--- config.mk ---
export PLATFORM = sky130hd
export DESIGN_NAME = axi_master_bist
export DESIGN_NICKNAME = d
export VERILOG_FILES = /design/src/rtl/axi_master_bist.sv
export SDC_FILE = /design/constraint.sdc
export NUM_CORES = 1
export LEC_CHECK = 0
export ABC_AREA = 1
export CAP_MARGIN = 20
export CORE_UTILIZATION = 35
export CTS_BUF_LIST = sky130_fd_sc_hd__clkbuf_8
export DETAILED_ROUTE_END_ITERATION = 10
export PLACE_DENSITY = 0.81
export RECOVER_POWER = 100
export SETUP_SLACK_MARGIN = 0.15
export SYNTH_ARGS = -nofsm -noshare
export SYNTH_HDL_FRONTEND = slang
export SYNTH_SLANG_ARGS = --single-unit
--- constraint.sdc ---
create_clock -name clk -period 2.15 [get_ports clk]
set_input_delay 0.3225 -clock clk [delete_from_list [all_inputs] [get_ports clk]]
set_output_delay 0.3225 -clock clk [all_outputs]
set_load 0.02 [all_outputs]
--- src/rtl/axi_master_bist.sv ---
// axi_master_bist: self-checking AXI4 initiator. One start pulse writes an INCR
// burst of SEED+k, waits for BRESP, reads the burst back and counts mismatches.
// Latency: start->done = 2*(LEN+1)+7 cycles with a zero-wait slave; payload held until handshake.
// Ports: clk/rst (sync, active-high), start/busy/done/err_cnt/timeout status,
//        MASTER_CLK/MASTER_RSTN passthrough, AXI4 AW/W/B/AR/R channels (32-bit data, 4-bit ID).
// Option: define AXI_BIST_TIMEOUT_EN to enable the 4095-cycle stall watchdog.
module axi_master_bist #(
  parameter logic [31:0] BASE_ADDR    = 32'h0000_1000,
  parameter logic [7:0]  BURST_LEN    = 8'd15,
  parameter logic [3:0]  MASTER_ID    = 4'h0,
  parameter logic [31:0] PATTERN_SEED = 32'hA5A5_0000
) (
  input  logic        clk,
  input  logic        rst,
  input  logic        start,
  output logic        busy,
  output logic        done,
  output logic [15:0] err_cnt,
  output logic        timeout,
  output logic        MASTER_CLK,
  output logic        MASTER_RSTN,
  output logic [3:0]  MASTER_WR_ADDR_ID,
  output logic [31:0] MASTER_WR_ADDR,
  output logic [7:0]  MASTER_WR_ADDR_LEN,
  output logic [1:0]  MASTER_WR_ADDR_BURST,
  output logic        MASTER_WR_ADDR_VALID,
  input  logic        MASTER_WR_ADDR_READY,
  output logic [31:0] MASTER_WR_DATA,
  output logic [3:0]  MASTER_WR_STRB,
  output logic        MASTER_WR_DATA_LAST,
  output logic        MASTER_WR_DATA_VALID,
  input  logic        MASTER_WR_DATA_READY,
  input  logic [3:0]  MASTER_WR_BACK_ID,
  input  logic [1:0]  MASTER_WR_BACK_RESP,
  input  logic        MASTER_WR_BACK_VALID,
  output logic        MASTER_WR_BACK_READY,
  output logic [3:0]  MASTER_RD_ADDR_ID,
  output logic [31:0] MASTER_RD_ADDR,
  output logic [7:0]  MASTER_RD_ADDR_LEN,
  output logic [1:0]  MASTER_RD_ADDR_BURST,
  output logic        MASTER_RD_ADDR_VALID,
  input  logic        MASTER_RD_ADDR_READY,
  input  logic [3:0]  MASTER_RD_BACK_ID,
  input  logic [31:0] MASTER_RD_DATA,
  input  logic [1:0]  MASTER_RD_DATA_RESP,
  input  logic        MASTER_RD_DATA_LAST,
  input  logic        MASTER_RD_DATA_VALID,
  output logic        MASTER_RD_DATA_READY
);

  typedef enum logic [2:0] {
    S_IDLE, S_WA, S_WD, S_WB, S_RA, S_RD, S_DONE
  } state_t;

  state_t      state_q, state_d;
  logic [7:0]  beat_q, beat_d;
  logic        aw_hs, w_hs, b_hs, ar_hs, r_hs;
  logic        start_ok, last_beat, abort, err_inc;
  logic        aw_vld_d, w_vld_d, ar_vld_d;
  logic [31:0] exp_dat;

  // RID and the low RESP bits carry no pass/fail information for this test.
  logic unused_inputs;
  assign unused_inputs = ^{MASTER_RD_BACK_ID, MASTER_RD_DATA_RESP[0], MASTER_WR_BACK_RESP[0]};

  assign MASTER_CLK  = clk;
  assign MASTER_RSTN = ~rst;

  assign aw_hs     = MASTER_WR_ADDR_VALID & MASTER_WR_ADDR_READY;
  assign w_hs      = MASTER_WR_DATA_VALID & MASTER_WR_DATA_READY;
  assign b_hs      = MASTER_WR_BACK_READY & MASTER_WR_BACK_VALID;
  assign ar_hs     = MASTER_RD_ADDR_VALID & MASTER_RD_ADDR_READY;
  assign r_hs      = MASTER_RD_DATA_READY & MASTER_RD_DATA_VALID;
  assign start_ok  = (state_q == S_IDLE) & start;
  assign last_beat = (beat_q == BURST_LEN);
  assign exp_dat   = PATTERN_SEED + {24'd0, beat_q};

`ifdef AXI_BIST_TIMEOUT_EN
  // Counts only cycles where this master is offering a transfer the slave
  // has not taken, so the first cycle of WA/RA (VALID not yet up) is free.
  logic [11:0] stall_q;
  logic        stalled;
  assign stalled = (MASTER_WR_ADDR_VALID & ~MASTER_WR_ADDR_READY)
                 | (MASTER_WR_DATA_VALID & ~MASTER_WR_DATA_READY)
                 | (MASTER_WR_BACK_READY & ~MASTER_WR_BACK_VALID)
                 | (MASTER_RD_ADDR_VALID & ~MASTER_RD_ADDR_READY)
                 | (MASTER_RD_DATA_READY & ~MASTER_RD_DATA_VALID);
  assign abort = stalled & (stall_q == 12'hFFF);

  always_ff @(posedge clk) begin
    if (rst || (state_d != state_q) || aw_hs || w_hs || b_hs || ar_hs || r_hs)
      stall_q <= '0;
    else if (stalled)
      stall_q <= stall_q + 12'd1;
  end

  always_ff @(posedge clk) begin
    if (rst)           timeout <= 1'b0;
    else if (start_ok) timeout <= 1'b0;
    else if (abort)    timeout <= 1'b1;
  end
`else
  assign abort   = 1'b0;
  assign timeout = 1'b0;
`endif

  always_ff @(posedge clk) begin
    if (rst) state_q <= S_IDLE;
    else     state_q <= state_d;
  end

  always_comb begin
    state_d = state_q;
    unique case (state_q)
      S_IDLE: if (start) state_d = S_WA;
      S_WA:   if (aw_hs) state_d = S_WD;
      S_WD:   if (w_hs && MASTER_WR_DATA_LAST) state_d = S_WB;
      S_WB:   if (b_hs) state_d = S_RA;
      S_RA:   if (ar_hs) state_d = S_RD;
      // Early LAST from the slave ends the read; the LAST check below scores it.
      S_RD:   if (r_hs && (MASTER_RD_DATA_LAST || last_beat)) state_d = S_DONE;
      S_DONE: state_d = S_IDLE;
      default: state_d = S_IDLE;
    endcase
    if (abort) state_d = S_DONE;

    beat_d = beat_q;
    if (start_ok) beat_d = '0;
    if (w_hs)     beat_d = MASTER_WR_DATA_LAST ? 8'd0 : beat_q + 8'd1;
    if (r_hs)     beat_d = (state_d == S_DONE) ? 8'd0 : beat_q + 8'd1;
    if (abort)    beat_d = '0;

    // VALIDs rise one cycle after state entry and drop on the leaving edge.
    aw_vld_d = (state_q == S_WA) && (state_d == S_WA);
    w_vld_d  = (state_q == S_WD) && (state_d == S_WD);
    ar_vld_d = (state_q == S_RA) && (state_d == S_RA);

    // A bad B response counts once even if both RESP and ID are wrong.
    err_inc = abort
            | (b_hs & (MASTER_WR_BACK_RESP[1] | (MASTER_WR_BACK_ID != MASTER_ID)))
            | (r_hs & ((MASTER_RD_DATA != exp_dat) | MASTER_RD_DATA_RESP[1]
                       | (MASTER_RD_DATA_LAST != last_beat)));
  end

  always_ff @(posedge clk) begin
    if (rst) begin
      beat_q               <= '0;
      err_cnt              <= '0;
      busy                 <= 1'b0;
      done                 <= 1'b0;
      MASTER_WR_ADDR_VALID <= 1'b0;
      MASTER_WR_ADDR_ID    <= '0;
      MASTER_WR_ADDR       <= '0;
      MASTER_WR_ADDR_LEN   <= '0;
      MASTER_WR_ADDR_BURST <= '0;
      MASTER_WR_DATA_VALID <= 1'b0;
      MASTER_WR_DATA       <= '0;
      MASTER_WR_STRB       <= '0;
      MASTER_WR_DATA_LAST  <= 1'b0;
      MASTER_WR_BACK_READY <= 1'b0;
      MASTER_RD_ADDR_VALID <= 1'b0;
      MASTER_RD_ADDR_ID    <= '0;
      MASTER_RD_ADDR       <= '0;
      MASTER_RD_ADDR_LEN   <= '0;
      MASTER_RD_ADDR_BURST <= '0;
      MASTER_RD_DATA_READY <= 1'b0;
    end else begin
      beat_q <= beat_d;
      if (start_ok)
        err_cnt <= '0;
      else if (err_inc && (err_cnt != 16'hFFFF))
        err_cnt <= err_cnt + 16'd1;

      busy <= (state_d != S_IDLE) && (state_d != S_DONE);
      done <= (state_d == S_DONE) && (state_q != S_DONE);

      MASTER_WR_ADDR_VALID <= aw_vld_d;
      MASTER_WR_ADDR_ID    <= aw_vld_d ? MASTER_ID : 4'h0;
      MASTER_WR_ADDR       <= aw_vld_d ? BASE_ADDR : 32'h0;
      MASTER_WR_ADDR_LEN   <= aw_vld_d ? BURST_LEN : 8'h0;
      MASTER_WR_ADDR_BURST <= aw_vld_d ? 2'b01 : 2'b00;

      MASTER_WR_DATA_VALID <= w_vld_d;
      MASTER_WR_DATA       <= w_vld_d ? PATTERN_SEED + {24'd0, beat_d} : 32'h0;
      MASTER_WR_STRB       <= w_vld_d ? 4'hF : 4'h0;
      MASTER_WR_DATA_LAST  <= w_vld_d && (beat_d == BURST_LEN);

      MASTER_WR_BACK_READY <= (state_d == S_WB);

      MASTER_RD_ADDR_VALID <= ar_vld_d;
      MASTER_RD_ADDR_ID    <= ar_vld_d ? MASTER_ID : 4'h0;
      MASTER_RD_ADDR       <= ar_vld_d ? BASE_ADDR : 32'h0;
      MASTER_RD_ADDR_LEN   <= ar_vld_d ? BURST_LEN : 8'h0;
      MASTER_RD_ADDR_BURST <= ar_vld_d ? 2'b01 : 2'b00;

      MASTER_RD_DATA_READY <= (state_d == S_RD);
    end
  end

endmodule

# == Word-level counts from Yosys, hierarchy flattened ==
# Cells that the tools add are included.
# totals
reg_bits,155
in_bits,53
word_cells,89
# op_classes
add_sub_neg,4
eq_ne,18
muxes,19
bitwise,14
n_reduce_logical,15
# op_table
cell,count
"32-bit by 8-bit adder with 32-bit output, first input constant",2
8-bit 2-to-1 mux,5
32-bit != test,1
13-bit 2-to-1 mux,2
3-bit 2-to-1 mux,6
3-bit case mux with 6 select lines,1
"16-bit by 1-bit adder with 16-bit output, second input constant",1
"8-bit by 4-bit == test with 1-bit output, second input constant",2
"16-bit != test, second input constant",1
"3-bit == test, second input constant",5
"3-bit by 2-bit == test with 1-bit output, second input constant",4
4-bit 2-to-1 mux,3
1-bit logical AND,9
"8-bit by 1-bit adder with 8-bit output, second input constant",1
1-bit bitwise AND,8
"3-bit by 1-bit == test with 1-bit output, second input constant",2
"3-bit != test, second input constant",2
1-bit bitwise OR,4
4-bit nonzero test,1
2-bit OR reduction,2
3-bit logical NOT,1
3-bit nonzero test,1
1-bit 2-to-1 mux,2
1-bit NOT,2
other kinds (2),2

# == Longest topological paths before layout ==
# Gate-level depths: netlist (run 1).
# logic_depth
word_depth,10
ltp_mapped,17
ltp_nobuf,16

==> results.sh, run 1 <==
export IMPL_status="finished with violations"
export IMPL_violations="setup timing"
export IMPL_ff2ff_path_depth=16
export IMPL_antenna_cells=0
export IMPL_crit_family="simple AND/OR/NAND/NOR gates"
export IMPL_ant_nets=0
export IMPL_share_comb_of_total_power_pct=18.3
export IMPL_reg2reg_from="beat_q[0]$_SDFF_PP0_"
export IMPL_min_path_cells=2
export IMPL_finalNetCount=684
export IMPL_r2r_end="err_cnt[15]$_SDFFE_PP0P_"
export IMPL_path_cells="ha_4 -> nand3_4 -> nor3_4 -> nand3_2 -> ha_4 -> inv_2 -> nand2_2 -> nor2_2 -> nand3_1 -> nor2_1 -> nand2_1 -> nand2_4 -> nand2_8 -> nand2_8 -> nand2_1 -> a21oi_2"
export IMPL_n_fill_cell=873
export IMPL_async_flop_share_pct=0
export IMPL_worstSetupPathType="register to register"
export IMPL_rsz0062_at_grt="yes"
export IMPL_syn_cell_area_um2=3432
export IMPL_hold_violations=0
export IMPL_reg2reg_slack_ns=-0.01
export IMPL_drcViolationCount=0
export IMPL_fin_crit_ns=2.161
export IMPL_core_um2=9371
export IMPL_leakagePower_nw=2.092
export IMPL_yosys_register_bits=44
export IMPL_wl_um=8453
export IMPL_synth_most_common_cell="buf_4"
export IMPL_power_internal_mw=1.551
export IMPL_cpMaxStageDelayCell="dfxtp_4"
export IMPL_crit_fanout=8
export IMPL_slowest_delay_ns=0.37
export IMPL_holdCritPathClass="register to register"
export IMPL_gp_congestion=0.9041
export IMPL_finalClockSkew_ns=0.01035
export IMPL_synth_top_flop_cell="dfxtp_1"
export IMPL_area_delta_synth_final_pct=41.38
export IMPL_slew_violations=0
export IMPL_die_area_um2=10210
export IMPL_clock_latency_ns=0.39
export IMPL_setup_viol=6
export IMPL_grt_max_degree=16
export IMPL_syn_area_per_cell_um2=6.677
export IMPL_place_area_um2=4262
export IMPL_totalPowerFinal_mw=2.142
export IMPL_synth_top_area_share_pct=26.47
export IMPL_ys_types=31
export IMPL_fp_row_count=35
export IMPL_muxShareOfSynthArea_pct=0
export IMPL_cts_hold_buf=0
export IMPL_p_seq_share_pct=38.4
export IMPL_synth_top_family_by_area="buffers and inverters"
export IMPL_clk_pin_slew_ns=0.08
export IMPL_critPathRequiredTime_ns=2.48
export IMPL_pwr_share_clk_pct=43.2
export IMPL_yosys_area_share_simple_pct=29.06
export IMPL_cp_arrival_ns=2.49
export IMPL_grt_usage_pct=15.65
export IMPL_max_freq_mhz=462.8
export IMPL_holdWs_ns=0.5189
export IMPL_synth_fa_ha_area_share_pct=1.094
export IMPL_synth_enable_flop_cells=0
export IMPL_synth_commonest_cells="121 x buf_4, 100 x nand2_1, 74 x nor2_1"
export IMPL_post_route_util_pct=51.78
export IMPL_drtIter0Drc=173
export IMPL_cp_depth=16
export IMPL_design_area_um2=4852
export IMPL_yosysWarnings=0
export IMPL_dp_hpwl_um=6126
export IMPL_p_sw_mw=0.5917
export IMPL_grt_pass1_vias=2758
export IMPL_antenna_found_initial=0
export IMPL_grt_overflow_total=0
export IMPL_fin_crit_sh_pct=100.5
export IMPL_die_x_um=101.0
export IMPL_min_to="err_cnt[15]$_SDFFE_PP0P_"
export IMPL_endpoint_kind="register"
export IMPL_die_height_um=101.0
export IMPL_drive_gt1_share_pct=18.92
export IMPL_sw_frac_of_total_pct=27.62
export IMPL_ioPinCount=208
export IMPL_vias_per_cell=4.197
export IMPL_worstMarginPinSlew_ns=0.9975
export IMPL_ir_drop_v=0.0004804
export IMPL_max_slew_margin_rel_pct=33.05
export IMPL_netlist_instances=514
export IMPL_grt_pass1_wl_um=12510
export IMPL_synth_area_leader_cell="buf_4"
export IMPL_wl_per_cell_um=11.15
export IMPL_synth_compound_area_share_pct=5.578
export IMPL_fin_ws_ns=-0.01095
export IMPL_synth_xor_area_share_pct=4.338
export IMPL_cts_tree="done"
export IMPL_vias=3181
export IMPL_maxCapViolCount=0
export IMPL_io_buffers=104
export IMPL_initial_core_util_pct=36.62
export IMPL_worst_path_buf_inv=1
export IMPL_cp_start_kind="register"
export IMPL_cellPowerDensity_nw_per_um2=441.5
export IMPL_yosys_top_cells_area="buf_4 26%, dfxtp_1 26%, nand2_1 11%, nor2_1 8.1%, nand3_1 6.1%"
export IMPL_yosysSeqAreaShare_pct=25.67
export IMPL_firstDrtPassIters=4
export IMPL_hold_start="err_cnt[15]$_SDFFE_PP0P_"
## worst min-delay path, stage by stage, from the launching register on
cell	delay (ns)
dfxtp_1	0.35
nand2_1	0.09
a21oi_2	0.04
## through the flow
step	worst slack, ns	TNS (ns)	cells
after global routing	-0.2025	-2.913	758
after detailed placement	-0.09972	-1.346	738
after floorplan	0.1091	0	610
after CTS	-0.04047	-0.4902	756
final	-0.01095	-0.03780	758
after global placement	-0.04039	-0.5139	738
## timing repair
| item | CTS | global route |
|---|---|---|
| buffers inserted | 4 | 2 |
| endpoints found under the setup margin | 31 | 32 |
| gates cloned | 3 | 0 |
| resized for setup | 33 | 48 |
| pin swaps | 11 | 20 |
## per-layer routing
metal / global-route usage (%) / share of wire (%) / routed length [µm] / vias up
met5: 0 / 0 / 0 / -
met4: 3.567 / 1.6 / 136 / 0
met3: 3.953 / 6.0 / 507 / 10
met2: 28.93 / 52 / 4418 / 146
met1: 18.01 / 40 / 3390 / 1420
li1: - / - / - / 1605
## state kept, by name, summed over array words and instances (netlist names), 3 cells and up
signal and count:
err_cnt 16, MASTER_WR_DATA 9, beat_q 8, state_q 3
## how the worst max path moves through the flow
stage | slack, ns | from | end
after global placement | -0.04 | beat_q[1]$_SDFF_PP0_ | err_cnt[2]$_SDFFE_PP0P_
final | -0.01 | beat_q[0]$_SDFF_PP0_ | err_cnt[15]$_SDFFE_PP0P_
after global routing | -0.20 | beat_q[0]$_SDFF_PP0_ | err_cnt[11]$_SDFFE_PP0P_
after floorplan | 0.11 | beat_q[1]$_SDFF_PP0_ | err_cnt[5]$_SDFFE_PP0P_
after detailed placement | -0.1 | beat_q[1]$_SDFF_PP0_ | err_cnt[11]$_SDFFE_PP0P_
after CTS | -0.04 | beat_q[1]$_SDFF_PP0_ | err_cnt[12]$_SDFFE_PP0P_
## final cells by class
class | instances | area (µm²) | share of cell area [%]
Multi-Input combinational cell | 384 | 2103 | 43.35
Timing Repair Buffer | 134 | 1310 | 27.00
Sequential cell | 44 | 888.4 | 18.31
Inverter | 55 | 206.4 | 4.255
Tap cell | 129 | 161.4 | 3.326
Clock buffer | 9 | 118.9 | 2.450
Clock inverter | 3 | 63.81 | 1.315
## layout by cell type (no fill, tap or decap), types with 6 or more instances in the layout
| cell | count |
|---|---|
| nand2_1 | 84 |
| inv_1 | 45 |
| nand3_2 | 9 |
| nand2_4 | 7 |
| nand2_2 | 11 |
| clkdlybuf4s50_1 | 103 |
| xnor2_1 | 7 |
| dfxtp_1 | 42 |
| buf_6 | 7 |
| conb_1 | 97 |
| a21oi_2 | 13 |
| nor2_4 | 9 |
| xor2_1 | 10 |
| inv_2 | 11 |
| buf_4 | 22 |
| clkbuf_8 | 8 |
| nand3_1 | 31 |
| nand4_1 | 6 |
| nor2_1 | 63 |
## cells by family (layout without fill, tap and decap cells)
kind of cell    after synthesis  count (layout)
fa+ha+maj                     3               3
xor+xnor                     17              17
compound gates               29              29
other cells                   1              97
flops                        44              44
simple gates                235             238
buf+inv                     185             201
## power groups by stage
| stage | registers, mW | logic [mW] | clock network [mW] |
|---|---|---|---|
| finish | 0.824 | 0.392 | 0.926 |
| CTS | 0.824 | 0.367 | 0.948 |
| detailed placement | 0.843 | 0.358 | 0.0625 |
| global route | 0.825 | 0.422 | 0.999 |
| global placement | 0.843 | 0.356 | 0.0625 |
| floorplan | 0.847 | 0.368 | 0.0543 |
Note: power is estimated with default switching activity, not from simulation.
==> inputs of run 2 (changes only) <==
--- a/config.mk
+++ b/config.mk
@@ -5,12 +5,11 @@
 export SDC_FILE = /design/constraint.sdc
 export NUM_CORES = 1
 export LEC_CHECK = 0
-export ABC_AREA = 1
 export CAP_MARGIN = 20
-export CORE_UTILIZATION = 35
+export CORE_UTILIZATION = 33
 export CTS_BUF_LIST = sky130_fd_sc_hd__clkbuf_8
 export DETAILED_ROUTE_END_ITERATION = 10
-export PLACE_DENSITY = 0.81
+export PLACE_DENSITY = 0.8
 export RECOVER_POWER = 100
 export SETUP_SLACK_MARGIN = 0.15
 export SYNTH_ARGS = -nofsm -noshare
==> run 2 against run 1 <==
Against the previous run:
- the flow finishes with violations (DRC, setup timing)
- synthesized cell count is 30% lower
- sequential share of layout area is 2.1 points higher
- final cell count is 22% lower
- critical path type unchanged
- hold slack worse by 0.028 ns
- die area is 4.9% lower
- via count is 18% lower
- wire length is 12% lower
- highest routed layer unchanged
==> results.sh, run 2 <==
export IMPL_n_fill_cell=803
export IMPL_status="finished with violations"
export IMPL_slowest_delay_ns=0.36
export IMPL_fin_crit_sh_pct=110.6
export IMPL_worst_path_buf_inv=1
export IMPL_slew_violations=0
export IMPL_dp_hpwl_um=5726
export IMPL_maxCapViolCount=0
export IMPL_async_flop_share_pct=0
export IMPL_cts_tree="done"
export IMPL_clk_pin_slew_ns=0.09
export IMPL_holdCritPathClass="register to register"
export IMPL_area_delta_synth_final_pct=41.42
export IMPL_totalPowerFinal_mw=1.864
export IMPL_grt_max_degree=15
export IMPL_antenna_cells=0
export IMPL_hold_start="err_cnt[15]$_SDFFE_PP0P_"
export IMPL_netlist_instances=362
export IMPL_synth_enable_flop_cells=0
export IMPL_min_to="err_cnt[15]$_SDFFE_PP0P_"
export IMPL_path_cells="ha_4 -> and3_4 -> nand2_4 -> ha_4 -> and4b_2 -> a22o_1 -> buf_6 -> nor3b_1 -> a21oi_2 -> nor4b_2 -> and4_1"
export IMPL_largest_reg_flops=16
export IMPL_grt_pass1_wl_um=11180
export IMPL_clock_latency_ns=0.40
export IMPL_fp_row_count=34
export IMPL_stdcell_count=588
export IMPL_worstMarginPinSlew_ns=0.5598
export IMPL_cp_start_kind="register"
export IMPL_grt_usage_pct=14.58
export IMPL_multi_input_area_um2=1803
export IMPL_cpMaxStageDelayCell="dfxtp_4"
export IMPL_crit_family="simple AND/OR/NAND/NOR gates"
export IMPL_grt_overflow_total=0
export IMPL_syn_cell_area_um2=3075
export IMPL_fin_ws_ns=-0.2282
export IMPL_core_um2=8891
export IMPL_place_area_um2=3936
export IMPL_syn_area_per_cell_um2=8.496
export IMPL_hold_violations=0
export IMPL_reg_top3="err_cnt (16), MASTER_WR_DATA (9), beat_q (8)"
export IMPL_drcViolationCount=10
export IMPL_cts_hold_buf=0
export IMPL_worstSetupPathType="register to register"
export IMPL_ir_drop_v=0.0003612
export IMPL_rsz0062_at_grt="yes"
export IMPL_r2r_end="MASTER_WR_DATA_LAST$_SDFF_PP0_"
export IMPL_fin_crit_ns=2.378
export IMPL_wl_per_cell_um=12.61
export IMPL_crit_fanout=4
export IMPL_synth_most_common_cell="buf_4"
export IMPL_ant_nets=0
export IMPL_max_freq_mhz=420.5
export IMPL_reg2reg_from="beat_q[1]$_SDFF_PP0_"
export IMPL_cellPowerDensity_nw_per_um2=428.5
export IMPL_reg2reg_slack_ns=-0.23
export IMPL_regMostFlops="err_cnt"
export IMPL_drive_gt1_share_pct=19.17
export IMPL_synth_area_leader_cell="buf_4"
export IMPL_finalClockSkew_ns=0.01419
export IMPL_final_cell_mix="97 x conb_1, 57 x dlygate4sd3_1, 46 x clkdlybuf4s50_1"
export IMPL_synth_top_flop_cell="dfxtp_1"
export IMPL_antenna_found_initial=0
export IMPL_yosysSeqAreaShare_pct=28.64
export IMPL_final_common_cell="conb_1"
export IMPL_ys_types=49
export IMPL_synth_commonest_cells="121 x buf_4, 44 x dfxtp_1, 41 x nor2_1"
export IMPL_setup_viol=32
export IMPL_dp_cells=570
export IMPL_yosys_top_cells_area="buf_4 30%, dfxtp_1 29%, nor2_1 5.0%, xnor2_1 4.0%, and3_1 2.2%"
export IMPL_die_x_um=98.54
export IMPL_ff2ff_path_depth=11
export IMPL_endpoint_kind="register"
export IMPL_finalNetCount=535
export IMPL_min_path_cells=2
export IMPL_max_slew_margin_rel_pct=62.54
export IMPL_seqCellArea_um2=888.4
export IMPL_gp_congestion=0.8245
export IMPL_die_height_um=98.54
export IMPL_io_buffers=104
export IMPL_leakagePower_nw=1.992
export IMPL_critPathRequiredTime_ns=2.49
export IMPL_wl_um=7417
export IMPL_firstDrtPassIters=8
export IMPL_initial_core_util_pct=34.59
export IMPL_yosys_register_bits=44
export IMPL_grt_pass1_vias=2427
export IMPL_yosysWarnings=0
export IMPL_drtIter0Drc=62
export IMPL_ioPinCount=208
export IMPL_vias=2600
export IMPL_violations="DRC, setup timing"
export IMPL_design_area_um2=4349
export IMPL_cp_arrival_ns=2.72
export IMPL_vias_per_cell=4.422
export IMPL_die_area_um2=9709
export IMPL_cpMostUsedCell="ha_4"
export IMPL_synth_top_area_share_pct=29.54
[run 2: worst max path at each step]
| stage | slack, ns | end | cells after the start | startpoint |
|---|---|---|---|---|
| after floorplan | -0.15 | MASTER_WR_DATA_LAST$_SDFF_PP0_ | 10 | beat_q[0]$_SDFF_PP0_ |
| after global placement | -0.25 | err_cnt[10]$_SDFFE_PP0P_ | 9 | MASTER_RD_DATA_LAST |
| after detailed placement | -0.31 | MASTER_WR_DATA_LAST$_SDFF_PP0_ | 9 | MASTER_RD_DATA_LAST |
| after CTS | -0.19 | MASTER_WR_DATA_LAST$_SDFF_PP0_ | 10 | beat_q[1]$_SDFF_PP0_ |
| after global routing | -0.31 | err_cnt[13]$_SDFFE_PP0P_ | 11 | beat_q[1]$_SDFF_PP0_ |
| final | -0.23 | MASTER_WR_DATA_LAST$_SDFF_PP0_ | 11 | beat_q[1]$_SDFF_PP0_ |
[run 2: logic make-up (layout without fill, tap and decap cells)]
| kind of cell | Yosys count | after routing | synth area share [%] |
|---|---|---|---|
| buf+inv | 135 | 157 | 31.49 |
| simple gates | 109 | 109 | 19.65 |
| fa+ha+maj | 3 | 3 | 1.221 |
| other cells | 1 | 97 | 0.1219 |
| compound gates | 50 | 50 | 12.98 |
| flops | 44 | 44 | 28.64 |
| mux | 5 | 5 | 1.627 |
| xor+xnor | 15 | 15 | 4.272 |
[run 2: stage by stage]
stage	worst slack, ns	hold slack (ns)	setup TNS (ns)	util (%)
after floorplan	-0.1513	0.4351	-1.179	-
after global placement	-0.2492	0.4724	-4.167	44.27
after detailed placement	-0.3077	0.4869	-5.170	44.27
after CTS	-0.1915	0.5025	-1.798	47.26
after global routing	-0.3122	0.5103	-6.923	48.92
final	-0.2282	0.4913	-2.447	48.92
[run 2: layout make-up]
cell class | count | share of cell area, %
clock buffer | 9 | 2.647
clock inverter | 3 | 0.3740
inverter | 7 | 0.7192
multi-input combinational | 279 | 41.46
sequential | 44 | 20.43
tap | 108 | 3.107
timing repair buffer | 138 | 31.27
[run 2: metal layers]
layer / track usage, % / up-vias / share of wire (%)
met5: 0 / - / 0
met4: 6.774 / 0 / 1.3
met3: 2.624 / 6 / 5.7
met2: 26.49 / 119 / 53
met1: 16.56 / 1218 / 40
li1: - / 1257 / -
[run 2: where the power goes]
| group | internal (mW) | switching (mW) | total (mW) |
|---|---|---|---|
| Clock | 0.344 | 0.333 | 0.678 |
| Combinational | 0.127 | 0.235 | 0.361 |
| Sequential | 0.816 | 0.00805 | 0.824 |
| Total | 1.29 | 0.576 | 1.86 |
[run 2: worst register-to-register path, stage by stage, from the launching register on]
cell	delay [ns]
dfxtp_4	0.36
ha_4	0.16
and3_4	0.16
nand2_4	0.06
ha_4	0.11
and4b_2	0.25
a22o_1	0.25
buf_6	0.13
nor3b_1	0.26
a21oi_2	0.09
nor4b_2	0.26
and4_1	0.22
[run 2: what timing repair did]
item | 4_1_cts | 5_1_grt
cloned | 0 | 1
pin swaps | 16 | 16
setup endpoints to repair | 38 | 42
setup buffers | 2 | 4
gates resized for setup | 25 | 28
==> inputs of run 3 (changes only) <==
--- a/config.mk
+++ b/config.mk
@@ -8,6 +8,7 @@
 export CAP_MARGIN = 20
 export CORE_UTILIZATION = 33
 export CTS_BUF_LIST = sky130_fd_sc_hd__clkbuf_8
+export CTS_CLUSTER_DIAMETER = 40
 export DETAILED_ROUTE_END_ITERATION = 10
 export PLACE_DENSITY = 0.8
 export RECOVER_POWER = 100
==> results of run 3 <==
No change in the layout: final DEF, timing and power equal those of run 2.
